==> src/rtl/sap_pkg.sv <==
// rtl/sap_pkg.sv - shared opcodes, T-state constants and control word for the SAP-U sequencer
package sap_pkg;

    localparam int OPCODE_W  = 4;
    localparam int NUM_STEPS = 5;

    localparam logic [OPCODE_W-1:0] OP_NOP = 4'h0;
    localparam logic [OPCODE_W-1:0] OP_LDA = 4'h1;
    localparam logic [OPCODE_W-1:0] OP_ADD = 4'h2;
    localparam logic [OPCODE_W-1:0] OP_SUB = 4'h3;
    localparam logic [OPCODE_W-1:0] OP_STA = 4'h4;
    localparam logic [OPCODE_W-1:0] OP_LDI = 4'h5;
    localparam logic [OPCODE_W-1:0] OP_JMP = 4'h6;
    localparam logic [OPCODE_W-1:0] OP_JC  = 4'h7;
    localparam logic [OPCODE_W-1:0] OP_JZ  = 4'h8;
    localparam logic [OPCODE_W-1:0] OP_OUT = 4'hE;
    localparam logic [OPCODE_W-1:0] OP_HLT = 4'hF;

    localparam logic [2:0] T0 = 3'd0;
    localparam logic [2:0] T1 = 3'd1;
    localparam logic [2:0] T2 = 3'd2;
    localparam logic [2:0] T3 = 3'd3;
    localparam logic [2:0] T4 = 3'(NUM_STEPS - 1);

    typedef struct packed {
        logic mar_in_n;
        logic ram_in_n;
        logic ram_out_n;
        logic ir_in_n;
        logic ir_out_n;
        logic a_in_n;
        logic a_out_n;
        logic b_in_n;
        logic alu_out_n;
        logic flags_in_n;
        logic out_in_n;
        logic alu_sub;
        logic pc_enable;
        logic pc_out_n;
        logic jump_n;
    } ctrl_t;

    localparam ctrl_t CTRL_IDLE = '{
        mar_in_n: 1'b1, ram_in_n: 1'b1, ram_out_n: 1'b1, ir_in_n: 1'b1,
        ir_out_n: 1'b1, a_in_n: 1'b1, a_out_n: 1'b1, b_in_n: 1'b1,
        alu_out_n: 1'b1, flags_in_n: 1'b1, out_in_n: 1'b1, alu_sub: 1'b0,
        pc_enable: 1'b0, pc_out_n: 1'b1, jump_n: 1'b1
    };

endpackage

==> src/rtl/step_counter.sv <==
// rtl/step_counter.sv - falling-edge T-state counter with early return and hold
import sap_pkg::*;

module step_counter (
    input  logic       clk,
    input  logic       clear_n,
    input  logic       ret_zero,
    input  logic       hold,
    output logic [2:0] step
);

    logic [2:0] step_q;
    logic [2:0] step_d;

    always_comb begin
        step_d = step_q;
        if (!hold) begin
            if (ret_zero || step_q >= T4) begin
                step_d = T0;
            end else begin
                step_d = step_q + 3'd1;
            end
        end
    end

    always_ff @(negedge clk or negedge clear_n) begin
        if (!clear_n) begin
            step_q <= T0;
        end else begin
            step_q <= step_d;
        end
    end

    assign step = step_q;

endmodule

==> src/rtl/control_sequencer.sv <==
// rtl/control_sequencer.sv - SAP-U microcode decode, halt register and step sequencing
import sap_pkg::*;

module control_sequencer (
    input  logic                clk,
    input  logic                clear_n,
    input  logic [OPCODE_W-1:0] opcode,
    input  logic                carry_flag,
    input  logic                zero_flag,
    output logic [2:0]          step,
    output logic                hlt,
    output logic                mar_in_n,
    output logic                ram_in_n,
    output logic                ram_out_n,
    output logic                ir_in_n,
    output logic                ir_out_n,
    output logic                a_in_n,
    output logic                a_out_n,
    output logic                b_in_n,
    output logic                alu_out_n,
    output logic                flags_in_n,
    output logic                out_in_n,
    output logic                alu_sub,
    output logic                pc_enable,
    output logic                pc_out_n,
    output logic                jump_n
);

    logic       hlt_q, hlt_d;
    logic       armed_q, armed_d;
    logic [2:0] step_q;
    logic [2:0] last_step;
    logic       hlt_set;
    ctrl_t      cw;
    ctrl_t      cw_out;

    // The first falling edge after reset release only arms the sequencer so T0 gets a full rising edge.
    step_counter u_step_counter (
        .clk      (clk),
        .clear_n  (clear_n),
        .ret_zero (step_q == last_step),
        .hold     (hlt_q || !armed_q),
        .step     (step_q)
    );

    always_comb begin
        cw        = CTRL_IDLE;
        last_step = T1;
        hlt_set   = 1'b0;
        case (opcode)
            OP_LDA:         last_step = T3;
            OP_STA:         last_step = T3;
            OP_ADD, OP_SUB: last_step = T4;
            OP_LDI, OP_JMP, OP_JC, OP_JZ, OP_OUT, OP_HLT: last_step = T2;
            default:        last_step = T1;
        endcase
        if (step_q == T0) begin
            cw.pc_out_n = 1'b0;
            cw.mar_in_n = 1'b0;
        end else if (step_q == T1) begin
            cw.ram_out_n = 1'b0;
            cw.ir_in_n   = 1'b0;
            cw.pc_enable = 1'b1;
        end else begin
            case (opcode)
                OP_LDA, OP_ADD, OP_SUB, OP_STA: begin
                    if (step_q == T2) begin
                        cw.ir_out_n = 1'b0;
                        cw.mar_in_n = 1'b0;
                    end else if (step_q == T3) begin
                        cw.alu_sub = (opcode == OP_SUB);
                        if (opcode == OP_LDA) begin
                            cw.ram_out_n = 1'b0;
                            cw.a_in_n    = 1'b0;
                        end else if (opcode == OP_STA) begin
                            cw.a_out_n  = 1'b0;
                            cw.ram_in_n = 1'b0;
                        end else begin
                            cw.ram_out_n = 1'b0;
                            cw.b_in_n    = 1'b0;
                        end
                    end else if (step_q == T4 && (opcode == OP_ADD || opcode == OP_SUB)) begin
                        cw.alu_sub    = (opcode == OP_SUB);
                        cw.alu_out_n  = 1'b0;
                        cw.a_in_n     = 1'b0;
                        cw.flags_in_n = 1'b0;
                    end
                end
                OP_LDI: if (step_q == T2) begin
                    cw.ir_out_n = 1'b0;
                    cw.a_in_n   = 1'b0;
                end
                OP_JMP, OP_JC, OP_JZ: begin
                    if (step_q == T2 && (opcode == OP_JMP || (opcode == OP_JC && carry_flag)
                                         || (opcode == OP_JZ && zero_flag))) begin
                        cw.ir_out_n = 1'b0;
                        cw.jump_n   = 1'b0;
                    end
                end
                OP_OUT: if (step_q == T2) begin
                    cw.a_out_n  = 1'b0;
                    cw.out_in_n = 1'b0;
                end
                OP_HLT: hlt_set = (step_q == T2);
                default: ;
            endcase
        end
        cw_out = (!clear_n || hlt_q) ? CTRL_IDLE : cw;
    end

    always_comb begin
        armed_d = 1'b1;
        hlt_d   = hlt_q | (hlt_set & armed_q);
    end

    always_ff @(negedge clk or negedge clear_n) begin
        if (!clear_n) begin
            hlt_q   <= 1'b0;
            armed_q <= 1'b0;
        end else begin
            hlt_q   <= hlt_d;
            armed_q <= armed_d;
        end
    end

    assign step       = step_q;
    assign hlt        = hlt_q;
    assign mar_in_n   = cw_out.mar_in_n;
    assign ram_in_n   = cw_out.ram_in_n;
    assign ram_out_n  = cw_out.ram_out_n;
    assign ir_in_n    = cw_out.ir_in_n;
    assign ir_out_n   = cw_out.ir_out_n;
    assign a_in_n     = cw_out.a_in_n;
    assign a_out_n    = cw_out.a_out_n;
    assign b_in_n     = cw_out.b_in_n;
    assign alu_out_n  = cw_out.alu_out_n;
    assign flags_in_n = cw_out.flags_in_n;
    assign out_in_n   = cw_out.out_in_n;
    assign alu_sub    = cw_out.alu_sub;
    assign pc_enable  = cw_out.pc_enable;
    assign pc_out_n   = cw_out.pc_out_n;
    assign jump_n     = cw_out.jump_n;

endmodule

==> config.mk <==
export PLATFORM = sky130hd
export DESIGN_NAME = control_sequencer
export DESIGN_NICKNAME = d
export VERILOG_FILES = /design/src/rtl/sap_pkg.sv /design/src/rtl/step_counter.sv /design/src/rtl/control_sequencer.sv
export SDC_FILE = /design/constraint.sdc
export NUM_CORES = 1
export LEC_CHECK = 0
export CORE_AREA = 2 2 48 50
export CTS_CLUSTER_DIAMETER = 30
export DETAILED_ROUTE_END_ITERATION = 12
export DIE_AREA = 0 0 50 52
export GPL_TIMING_DRIVEN = 0
export PLACE_DENSITY = 0.68
export SLEW_MARGIN = 20
export SYNTH_ARGS = -nofsm -noshare
export SYNTH_HDL_FRONTEND = slang
export SYNTH_SLANG_ARGS = --single-unit
export TNS_END_PERCENT = 50
==> constraint.sdc <==
create_clock -name clk -period 2.9 [get_ports clk]
set_clock_uncertainty 0.05 [all_clocks]
set_input_delay 0.58 -clock clk [delete_from_list [all_inputs] [get_ports clk]]
set_output_delay 0.58 -clock clk [all_outputs]
set_load 0.005 [all_outputs]
# --- Word-level counts from Yosys, hierarchy flattened ---
# Memory sizes are Yosys's and may differ from the RTL's.
# Cells that the tools add are included.
word_totals:
  reg_bits: 5
  mem_bits_ro: 48
  input_bits: 8
  output_inout_bits: 19
  elab_cells: 81
  n_memories: 1
op_classes:
  addsub: 1
  order_cmp: 1
  n_eq_ne: 15
  mux: 43
  bitwise_logic: 2
  n_reduce_logical: 15
memory_table:
  columns: ["name", "words", "width", "read_ports", "rd_clocked_by_memory_dff", "wr", "line", "text"]
  rows:
  - ["(name not given)", 16, 3, 1, 0, 0, "control_sequencer.sv:50", "case (opcode)"]
ops:
  columns: ["cell", "n"]
  rows:
  - ["1-bit two-way mux", 25]
  - ["4-bit by 3-bit == test with 1-bit output, second input constant", 4]
  - ["2-bit two-way mux", 8]
  - ["15-bit two-way mux", 1]
  - ["4-bit == test, second input constant", 3]
  - ["12-bit two-way mux", 1]
  - ["3-bit two-way mux", 3]
  - ["4-bit by 2-bit == test with 1-bit output, second input constant", 2]
  - ["8-bit two-way mux", 1]
  - ["3-bit by 2-bit == test with 1-bit output, second input constant", 2]
  - ["1-bit logical OR", 6]
  - ["5-bit two-way mux", 1]
  - ["4-bit by 1-bit == test with 1-bit output, second input constant", 1]
  - ["1-bit logical AND", 4]
  - ["1-bit one-hot mux with 2 select lines", 2]
  - ["4-bit OR reduction", 1]
  - ["3-bit by 1-bit adder with 3-bit output, second input constant", 1]
  - ["3-bit by 1-bit == test with 1-bit output, second input constant", 1]
  - ["3-bit == test", 1]
  - ["3-bit == test, second input constant", 1]
  - ["3-bit greater-or-equal comparator, second input constant", 1]
  - ["3-bit zero test", 1]
  - ["1-bit one-hot mux with 3 select lines", 1]
  - ["3-bit OR reduction", 1]
  - ["3 further kinds", 4]

# --- Depth between registers and ports, before layout ---
logic_depth:
  ltp_word: 10
  depth_mapped: 7
  mapped_depth_nobuf: 6

# --- Cells and area by module ---
# From an unflattened synthesis, not the netlist that was laid out.
hier_totals:
  cells_unflattened: 89
  area_unflattened_um2: 665.6
by_module_without_submodules:
  columns: ["mod", "instances", "cells_per_inst", "area_per_inst_um2", "seq_area_each_um2"]
  rows:
  - ["control_sequencer", 1, 79, 531.8, 50.0]
  - ["step_counter", 1, 10, 133.9, 75.1]

==> flow_summary.json <==
{
  "run_status": "complete, but fails checks",
  "failed_checks": "negative setup slack",
  "h-tree-depth": 1,
  "hold_buffers": 0,
  "hp-class": "reg2reg",
  "switching_power_mw": 0.0555,
  "reg2reg_setup_slack_ps": 1080,
  "grt-ovfl-total": 0,
  "ys.warnings.count": 0,
  "powerDensity_mw_per_mm2": 144,
  "drv_slew": 0,
  "cts_max_path_buffers": 2,
  "rsz0062_at_grt": "yes",
  "dpl.hpwl_um": 1450,
  "cpPeakStageDelay_ps": 430,
  "final_nets": 163,
  "grt_use_met3": 0.0259,
  "critical_path_required_ps": 2270,
  "cts_tree": "done",
  "use_met2": 0.377,
  "drive_gt1_frac": 0.550,
  "synth_ff_type": "dfrtn_1",
  "setup_ws_ps": -1120,
  "crit_type": "reg2out",
  "gp_congestion": 0.848,
  "grt_pass1_wl_um": 4030,
  "synth_edf_count": 0,
  "area_growth_pct": 97.1,
  "cp_max_fo": 3,
  "busiest_layer": "met2",
  "fin_util": 0.652,
  "path_clk_slew_ps": 30,
  "via_count": 931,
  "firstDrtPassIters": 4,
  "stdcell_count": 177,
  "syn_inst": 97,
  "place_ws_ps": -1470,
  "port-buffer-count": 26,
  "diodes": 0,
  "grtUsageMet1": 0.223,
  "ff_latch_area_um2": 125,
  "setup_viol": 21,
  "pwr-share-seq": 0.362,
  "power.leakage_nw": 0.553,
  "place_area_mm2": 0.00100,
  "grt_use_total": 0.202,
  "ys_types": 38,
  "rows": 17,
  "clk-insertion-delay-late_ps": 250,
  "seq_area_frac_synth": 0.180,
  "post-route-drc-count": 0,
  "p_sw_frac": 0.280,
  "drt_iter0_markers": 10,
  "clock_sinks": 5,
  "hold_viol_final": 0,
  "initial_core_util": 0.331,
  "max-cap-violations": 0,
  "fp.dieW_um": 50,
  "hold_slack_ps": 437,
  "coreArea_mm2": 0.00211,
  "synth_area_per_cell_um2": 7.18,
  "start_kind": "flip-flop",
  "avgViaCountPerCell": 5.26,
  "grt_pass1_vias": 916,
  "ctsRootBufferMaster": "clkbuf_4",
  "ir_worst_vdd_mv": 0.237,
  "syn_area_um2": 697,
  "wire_per_inst_um": 14.3,
  "io_pins": 27,
  "rr_worst_depth": 7,
  "worstSetupEndpointType": "primary output",
  "power.internal_mw": 0.143,
  "die_h_um": 52,
  "post-place-cells": 151,
  "multi_input_comb_area_um2": 719,
  "syn_nets": 110,
  "synth_seq_cells": 5,
  "crit_slowest_cell": "dfrtn_1",
  "numCtsBuffers": 3,
  "grt_max_degree": 11,
  "wirelength_um": 2530,
  "antenna_found_initial": 0,
  "async_reset_ff_frac": 1.00,
  "pwr-share-comb": 0.240,
  "min_path_cells": 2,
  "clockPowerShare": 0.398,
  "path_cells": "inv_2 -> ha_4 -> or2_1 -> a21oi_2 -> and3_4 -> buf_6 -> nor4b_4 -> buf_2",
  "drtAntennaViolNets": 0,
  "cp_data_arrival_time_ps": 3390,
  "stdcell_area_mm2": 0.00137,
  "floorplan.die_area_mm2": 0.00260,
  "fillers": 165
}
## critical path, delay by kind of cell, from the launching register on
kind | cells | cell delay, ps
DFF | 1 | 430
adders and majority gates | 1 | 160
and+or+nand+nor | 3 | 610
buffers and inverters | 3 | 320
AOI/OAI and AO/OA | 1 | 160
## stage by stage
step | total power [mW] | setup TNS (ps)
after floorplan | 0.0935 | -8750
after global placement | 0.111 | -21420
after detailed placement | 0.111 | -21880
after CTS | 0.196 | -15380
after global routing | 0.216 | -17320
final | 0.198 | -15950
## path summary, 6_finish.rpt
check                                              startpoint                                 end
max                        u_step_counter.step[1]$_DFFE_NN0N_                             alu_sub
min                                             hlt$_DFF_NN0_                       hlt$_DFF_NN0_
min reg2reg                                     hlt$_DFF_NN0_                       hlt$_DFF_NN0_
max in group asynchronous                             clear_n  u_step_counter.step[1]$_DFFE_NN0N_
max reg2reg                u_step_counter.step[1]$_DFFE_NN0N_  u_step_counter.step[0]$_DFFE_NN0N_
min in group asynchronous                             clear_n                       hlt$_DFF_NN0_
## area by class of cell
class | instances | area share
buffer | 7 | 0.0410
sequential | 5 | 0.0911
timing repair buffer | 48 | 0.278
tap | 28 | 0.0255
multi-input combinational | 77 | 0.524
inverter | 8 | 0.0219
clock buffer | 4 | 0.0191
## power groups by stage
stage	Combinational (mW)	Sequential [mW]	Clock [mW]
after global routing	0.0517	0.0716	0.0922
after detailed placement	0.0384	0.0726	0
after global placement	0.0381	0.0725	0
after CTS	0.0419	0.0717	0.0829
final	0.0477	0.0717	0.0789
after floorplan	0.0210	0.0724	0
## flip-flops by register name, indices dropped and copies added (netlist names)
name,flops
u_step_counter.step,3
armed_q,1
hlt,1
## cell usage after synthesis, types with 3 or more instances
| library cell | instances | area [um^2] |
|---|---|---|
| nor4_1 | 4 | 25.0 |
| nor3_1 | 3 | 15.0 |
| or3_1 | 4 | 25.0 |
| nand2_1 | 13 | 48.8 |
| nand3_1 | 5 | 25.0 |
| dfrtn_1 | 5 | 125 |
| inv_1 | 6 | 22.5 |
| nor2_1 | 3 | 11.3 |
| ha_1 | 5 | 62.6 |
| nand2b_1 | 4 | 25.0 |
| buf_2 | 4 | 20.0 |
| o21ai_1 | 9 | 45.0 |
## kinds of logic after synthesis
logic type | count (synthesis) | share of synthesized area
buf+inv | 15 | 0.0934
flops | 5 | 0.180
mux | 1 | 0.0162
xor+xnor | 1 | 0.0126
compound gates | 19 | 0.174
other cells | 1 | 0.00538
simple gates | 50 | 0.429
fa+ha+maj | 5 | 0.0898
## cells in the final DEF, fill, tap and decap left out, types with 2 or more instances in the layout
cell type        count
buf_4               18
buf_2               13
buf_6               11
nand2_1             10
o21ai_1              8
clkbuf_4             6
ha_4                 5
dfrtn_1              5
nand3_1              4
inv_1                4
or3_1                4
clkdlybuf4s50_1      4
inv_2                3
nand2b_1             3
nor4_4               3
nor2_1               3
nor3_2               3
nand2_2              2
o21ai_0              2
nor4b_4              2
nand4b_1             2
o41ai_2              2
clkdlybuf4s15_2      2
clkbuf_2             2
## timing repair
| action | CTS | global route |
|---|---|---|
| gates resized for setup | 108 | 20 |
| pin swaps | 15 | 10 |
| setup endpoints to repair | 23 | 22 |
| buffers inserted | 19 | 7 |
## routing by layer
layer / part of all wire / routed length [um]
met1: 0.39 / 989
met3: 0.027 / 69
met2: 0.55 / 1390
met4: 0.031 / 78
met5: 0 / 0
No activity file was read; power rests on OpenSTA's default activity.
